--- config.mk ---
export PLATFORM = sky130hd
export DESIGN_NAME = alu_branch_dec_pipe
export DESIGN_NICKNAME = d
export VERILOG_FILES = /design/src/rtl/alu_branch_dec_pipe.sv
export SDC_FILE = /design/constraint.sdc
export NUM_CORES = 1
export LEC_CHECK = 0
export ABC_AREA = 1
export BUFFER_PORTS_ARGS = -buffer_cell sky130_fd_sc_hd__buf_2
export CAP_MARGIN = 20
export CORE_AREA = 2 2 85 87
export CTS_CLUSTER_DIAMETER = 80
export CTS_CLUSTER_SIZE = 12
export DETAILED_ROUTE_END_ITERATION = 12
export DIE_AREA = 0 0 87 89
export GPL_TIMING_DRIVEN = 1
export PLACE_DENSITY = 0.76
export SYNTH_ARGS = -nofsm -noshare
export SYNTH_HDL_FRONTEND = slang
export SYNTH_SLANG_ARGS = --single-unit
--- constraint.sdc ---
create_clock -name clk -period 1.65 [get_ports clk]
set_input_delay 0.33 -clock clk [delete_from_list [all_inputs] [get_ports clk]]
set_output_delay 0.33 -clock clk [all_outputs]
set_load 0.01 [all_outputs]
--- src/rtl/alu_branch_dec_pipe.sv ---
// Pipelined ALU/branch decoder: decodes ALU control and branch class, resolves branch
// direction at push time, and presents results through a DEPTH-entry FIFO.
module alu_branch_dec_pipe #(
    parameter int XLEN       = 32,
    parameter int DEPTH      = 2,
    parameter int SIGNED_CMP = 1,
    parameter int CNT_W      = 16
) (
    input  logic             clk,
    input  logic             reset,
    input  logic             flush,
    input  logic             in_valid,
    output logic             in_ready,
    input  logic [31:0]      instr,
    input  logic [XLEN-1:0]  rs_val,
    input  logic [XLEN-1:0]  rt_val,
    output logic             out_valid,
    input  logic             out_ready,
    output logic [3:0]       alucontrol,
    output logic [2:0]       branchcontrol,
    output logic             branch_taken,
    output logic [CNT_W-1:0] taken_count
);
    localparam int PW = (DEPTH > 1) ? $clog2(DEPTH) : 1;
    localparam int CW = $clog2(DEPTH + 1);

    // Handshake: a beat moves when valid and ready are both high at a rising edge;
    // a presented head holds stable until taken, and flush cancels any same-cycle input beat.
    logic [3:0]    q_alu [DEPTH];
    logic [2:0]    q_br  [DEPTH];
    logic          q_tk  [DEPTH];
    logic [PW-1:0] rd_ptr, wr_ptr;
    logic [CW-1:0] count;
    logic          push, pop;

    logic [5:0] op, fn;
    logic [3:0] dec_alu;
    logic [2:0] dec_br;
    logic       dec_tk;
    logic       eq, lt, gt;

    assign op = instr[31:26];
    assign fn = instr[5:0];

    assign eq = (rs_val == rt_val);
    assign lt = (SIGNED_CMP != 0) ? ($signed(rs_val) < $signed(rt_val)) : (rs_val < rt_val);
    assign gt = !lt && !eq;

    always_comb begin
        dec_alu = 4'b0010;
        case (op)
            6'b001100: dec_alu = 4'b0000;
            6'b001101: dec_alu = 4'b0001;
            6'b001000: dec_alu = 4'b0010;
            6'b001010: dec_alu = 4'b0111;
            6'b001110: dec_alu = 4'b0011;
            6'b000100,
            6'b000101: dec_alu = 4'b0110;
            6'b000000: begin
                case (fn)
                    6'b100000: dec_alu = 4'b0010;
                    6'b100010: dec_alu = 4'b0110;
                    6'b100100: dec_alu = 4'b0000;
                    6'b100101: dec_alu = 4'b0001;
                    6'b101010: dec_alu = 4'b0111;
                    6'b100110: dec_alu = 4'b0011;
                    6'b100111: dec_alu = 4'b0100;
                    6'b000000: dec_alu = 4'b1000;
                    6'b000010: dec_alu = 4'b1001;
                    default:   dec_alu = 4'b0010;
                endcase
            end
            default: dec_alu = 4'b0010;
        endcase
    end

    always_comb begin
        dec_br = 3'b111;
        dec_tk = 1'b0;
        case (op)
            6'b000001: begin dec_br = 3'b000; dec_tk = !lt;     end
            6'b000011: begin dec_br = 3'b001; dec_tk = lt || eq; end
            6'b000100: begin dec_br = 3'b010; dec_tk = eq;      end
            6'b000101: begin dec_br = 3'b011; dec_tk = !eq;     end
            6'b000110: begin dec_br = 3'b100; dec_tk = lt;      end
            6'b000111: begin dec_br = 3'b101; dec_tk = gt;      end
            default:   begin dec_br = 3'b111; dec_tk = 1'b0;    end
        endcase
    end

    assign in_ready  = (count < CW'(DEPTH));
    assign out_valid = (count != '0);
    assign push      = in_valid && in_ready && !flush;
    assign pop       = out_valid && out_ready;

    // Empty queue shows the idle defaults rather than a stale slot.
    assign alucontrol    = out_valid ? q_alu[rd_ptr] : 4'b0010;
    assign branchcontrol = out_valid ? q_br[rd_ptr]  : 3'b111;
    assign branch_taken  = out_valid ? q_tk[rd_ptr]  : 1'b0;

    function automatic logic [PW-1:0] next_ptr(input logic [PW-1:0] p);
        return (p == PW'(DEPTH - 1)) ? '0 : p + 1'b1;
    endfunction

    always_ff @(posedge clk) begin
        if (push) begin
            q_alu[wr_ptr] <= dec_alu;
            q_br[wr_ptr]  <= dec_br;
            q_tk[wr_ptr]  <= dec_tk;
        end
    end

    always_ff @(posedge clk) begin
        if (reset) begin
            rd_ptr <= '0;
            wr_ptr <= '0;
            count  <= '0;
        end else if (flush) begin
            rd_ptr <= '0;
            wr_ptr <= '0;
            count  <= '0;
        end else begin
            if (push) wr_ptr <= next_ptr(wr_ptr);
            if (pop)  rd_ptr <= next_ptr(rd_ptr);
            if (push && !pop)      count <= count + 1'b1;
            else if (pop && !push) count <= count - 1'b1;
        end
    end

    // Counted independently of flush so a pop in the flush cycle still registers.
    always_ff @(posedge clk) begin
        if (reset) begin
            taken_count <= '0;
        end else if (pop && q_tk[rd_ptr] && (taken_count != {CNT_W{1'b1}})) begin
            taken_count <= taken_count + 1'b1;
        end
    end
endmodule

* After elaboration in Yosys (flattened, before gate mapping)
Memories as Yosys holds them, arrays and structs flattened. A register that Yosys moved wholly into a read port is not among the register bits.
Index checks and enable logic that the tools add are counted.
** Word-level totals
- Output and inout bits :: 26
- Register bits :: 20
- Bits in writable memories :: 16
- Memories kept :: 3
** Memories
- q_alu :: words 2, bits a word 4, rd ports 1, clocked after memory_dff 1, wr ports 1, line 29 : logic [3:0] q_alu [DEPTH];
- q_br :: words 2, bits a word 3, rd ports 1, clocked after memory_dff 1, wr ports 1, line 30 : logic [2:0] q_br [DEPTH];
- q_tk :: words 2, bits a word 1, rd ports 1, clocked after memory_dff 1, wr ports 1, line 31 : logic q_tk [DEPTH];
** Cells by class
- $lt $le $gt $ge :: 2
- Reductions and logical operators :: 20
- Multiplexer cells :: 19
- Equal/unequal tests :: 19
- Add/subtract/negate cells :: 5
** Operators by type and width (count)
- $eq 6x6->1 const B :: 6
- $eq 32x32->1 :: 1
- $lt 32x32->1 :: 1
- $pmux 4 s8 :: 1
- $eq 6x3->1 const B :: 4
- $eq 6x4->1 const B :: 4
- $pmux 4 s6 :: 1
- $pmux 3 s6 :: 1
- $add 16x1->16 const B :: 1
- $ne 16x16->1 const B :: 1
- $eq 6x2->1 const B :: 2
- $logic_not 6->1 :: 2
- $mux 1 :: 11
- $logic_and 1x1->1 :: 8
- $eq 6x1->1 const B :: 1
- $pmux 1 s6 :: 1
- $logic_not 1->1 :: 5
- $mux 2 :: 2
- $mux 4 :: 1
- $reduce_bool 2->1 :: 2
- $reduce_or 2->1 :: 2
- $mux 3 :: 1
- $add 1x1->1 const B :: 2
- $add 2x1->2 const B :: 1
- 3 further kinds :: 3

* Longest topological paths before layout
- Depth in word-level cells :: 7
- Gate-level depth with buffers :: 18
- Depth with buffers taken out :: 18

* Worst setup path after synthesis
Ideal clock, no wire load.
- Kind :: input to register
- Start :: input rt_val[31]
- End :: memory q_tk[0], data pin
- Stages :: 11
- Library setup time :: 0.258 ns
- Data arrival time :: 1.491 ns
- Data required time :: 1.392 ns
- Setup slack :: -0.099 ns
- Cells stage by stage :: inv_1 ha_1 a21oi_1 a21boi_0 nand2_1 a21oi_1 nand3_1 nand2_1 nor2_1 nor2_1 nand2_1
** Between the ends
- Longest elaborated chain between the ends :: 4
- Elaborated cells between the ends (all ways) :: 7
- Classes of those cells :: order compare (1); eq/ne (1); mux (1); reduce/logical (4)
** RTL lines
- start, declared :: line 16 : input logic [XLEN-1:0] rt_val,
- $lt 32x32->1 / $eq 32x32->1 (equally long branches) :: line 46, 45
- $logic_not 1->1, on equally long branches :: line 47, 81, 84
- $logic_and 1x1->1 :: line 47 : assign gt = !lt && !eq;
- $pmux 1 s6 * :: line 80 : case (op)
- via dec_tk :: line 39 : logic dec_tk;
- end, declared :: line 31
The timed path passes the listed nets; every way through them passes the cells marked *.

* Final worst setup path
- Start :: input rt_val[22]
- End :: memory q_tk[1], data pin
Same word-level chain as after synthesis.

==> impl_metrics.ini <==
[status]
status = finished, final reports clean

[sta]
finalSetupViolCount = 0
hold_viol = 0
skew_ns = 0.00356
period_needed_ns = 1.64
worst_pin_slew_ns = 0.348
fmax_mhz = 610
rsz0062_at_grt = true
slew_violations = 0
period_share_pct = 99.3
max_slew_margin_pct = 76.6

[clocking]
cts.path.max_buffers = 2
cts_sinks = 37
cts.hold.buffers_added = 0
numCtsBuffers = 5
clk_latency_ns = 0.29
h-tree-depth = 2
cts_tree = done
cts.reportedPaths.clkPinSlew_ns = 0.07
cts-root-buf = clkbuf_8

[route]
drc = 0
viasPerCell = 4.96
ant_nets = 0
routed_wl_um = 7430
num_vias = 3136
first_iter_violations = 84
dr.pass1.iters = 5
wl_per_cell_um = 11.8

[cells_and_area]
nets = 686
nFillCells = 573
final_util_pct = 62.6
diodes = 0
post-route-cell-area_um2 = 4210
syn_to_final_growth_pct = 43.8
final_layout_size_suffix_gt1_share_pct = 38.9

[flow_run]
maxCapViolCount = 0

[critical_path]
end_kind = register
critical_path.slowest_cell = ha_4
crit_fanout = 4
worstPathArrival_ns = 1.68
critPathTopFamily = simple AND/OR/NAND/NOR gates
timing.rr.start = taken_count[0]$_SDFFE_PP0P_
path_buf_inv = 2
reg2reg_slack_ns = 0.08
start_kind = primary input
crit_path_frequent_cell = nand2_1
reg2reg_to = taken_count[8]$_SDFFE_PP0P_
r2r_cells = 9
cp_data_required_time_ns = 1.69
worstSetupPathType = in2reg
critPathMaxStageDelay_ns = 0.27
crit_path_cell_trace = buf_6 -> inv_2 -> ha_4 -> nand2_4 -> nor2_4 -> nand4_1 -> nor2_2 -> nand2_2 -> nand2_1 -> nand2_1 -> nand3_1 -> nand2_1 -> nor2_1 -> nand2_1

[floorplanning]
start_util_pct = 43.5
fp.dieH_um = 89
die_area_um2 = 7740
ios = 127
core_area_um2 = 6720
die_x_um = 87
rows = 30

[min_path]
hold_depth = 2
min_to = taken_count[14]$_SDFFE_PP0P_
min-delay-start = reset
hp-class = in2reg

[place]
dpl_cell_area_um2 = 3930
finalWeightedCongestion = 0.864
hpwl_um = 6030
portBuffers = 106

[power]
ir_worst_vdd_mv = 0.234
p_total_mw = 2.23
p_leak_nw = 2.04
power-per-cell-area_nw_per_um2 = 530

[synth]
async_reset_ff_share_pct = 0
postSynthCellCount = 417
avgSynthCellArea_um2 = 7.02
yosys-top-cells-area = edfxtp_1 16%, ha_1 15%, dfxtp_1 14%, nand2_1 13%, inv_1 9.1%
synthDominantCellAreaShare_pct = 16.4
syn_area_um2 = 2930
synth-seq-area-share_pct = 30.8
synth_cell_types = 37
synth_ff_type = dfxtp_1
synth_warnings = 0
synth-seq-cells = 37
yosysTopAreaCell = edfxtp_1
synthesis.nets = 552
synth-edff-count = 16

[global_routing]
grt_usage_pct = 19.1
antenna_found_initial = 0
grt_pass1_wl_um = 12000
grt_overflow_total = 0
grt_pass1_vias = 2959
grt_max_degree = 12
how the worst max path moves through the flow:
| stage | startpoint | endpoint | slack (ns) | depth (start not counted) |
|---|---|---|---|---|
| after floorplan | rt_val[21] | q_tk[0]$_DFFE_PP_ | -0.03 | 13 |
| after global placement | rt_val[21] | q_tk[1]$_DFFE_PP_ | -0.33 | 14 |
| after detailed placement | rt_val[21] | q_tk[1]$_DFFE_PP_ | -0.37 | 14 |
| after CTS | rt_val[21] | q_tk[0]$_DFFE_PP_ | 0.0004 | 14 |
| after global routing | rt_val[14] | q_tk[0]$_DFFE_PP_ | -0.15 | 14 |
| final | rt_val[22] | q_tk[1]$_DFFE_PP_ | 0.01 | 14 |
synthesized netlist by cell type, types with 4 or more instances:
library cell  number
nand2_1          104
inv_1             71
nor2_1            42
ha_1              34
a21oi_1           32
nand3_1           27
dfxtp_1           21
edfxtp_1          16
o21ai_0           13
nor3_1             9
nand4_1            6
inv_2              4
xor2_1             4
metrics by stage:
stage	setup slack (ns)	std cells	hold slack, ns	TNS, ns
detailed placement	-0.373	619	0.493	-0.757
floorplan	-0.0279	417	0.461	-0.0558
global route	-0.153	632	0.313	-0.303
finish	0.0111	632	0.326	0
global placement	-0.327	619	0.470	-0.654
CTS	0.000355	627	0.308	0
state kept, by name, indices dropped and copies added (netlist names), named ones only:
signal,cells
taken_count,16
rd_ptr,1
q_alu,8
q_br,6
wr_ptr,1
count,2
q_tk,2
power by group:
group,leakage (nW),total [mW],internal [mW],switching [mW]
clock network,0.0455,0.633,0.340,0.293
logic,1.68,0.617,0.295,0.322
registers,0.314,0.981,0.974,0.00742
per-layer routing:
metal	track usage [%]	part of all wire, %	vias to the layer above
li1	-	-	1623
met1	21.7	41	1398
met2	35.5	52	102
met3	4.06	5.5	13
met4	6.39	1.7	0
met5	0	0	-
logic make-up (layout without fill, tap and decap cells):
| family | after synthesis | count (layout) | synth area share [%] |
|---|---|---|---|
| simple gates | 206 | 206 | 31.6 |
| buf+inv | 78 | 213 | 10.4 |
| compound gates | 54 | 54 | 10.1 |
| flops | 37 | 37 | 30.8 |
| fa+ha+maj | 34 | 34 | 14.5 |
| xor+xnor | 7 | 7 | 2.10 |
| mux | 1 | 1 | 0.470 |
cells in the final DEF, fill, tap and decap left out, drive strengths merged:
master    n
o31ai     1
o21a      1
ha       34
inv      75
a21oi    32
nand3    28
dfxtp    21
nor3     12
nand2   107
nand3b    1
a21boi    1
a22o      1
buf     130
xor2      4
a21o      2
or2       3
clkbuf    8
mux2i     1
nand4     6
nor2     44
o211ai    2
nor4      4
xnor2     3
edfxtp   16
o21ai    13
o211a     1
nor3b     1
what timing repair did:
action                                 in CTS  in global routing
pin swaps                                   2                 20
resized for setup                           3                 34
setup buffers                               0                  5
endpoints found under the hold margin       0                  0
setup endpoints to repair                   4                 16
layout make-up:
type | instances | area, um^2 | share of cell area, %
Tap cell | 80 | 100 | 2.38
Inverter | 75 | 317 | 7.52
Multi-Input combinational cell | 302 | 2050 | 48.7
Clock buffer | 8 | 90.1 | 2.14
Sequential cell | 37 | 902 | 21.4
Timing Repair Buffer | 130 | 751 | 17.8
Power figures use the tool's default switching activity.
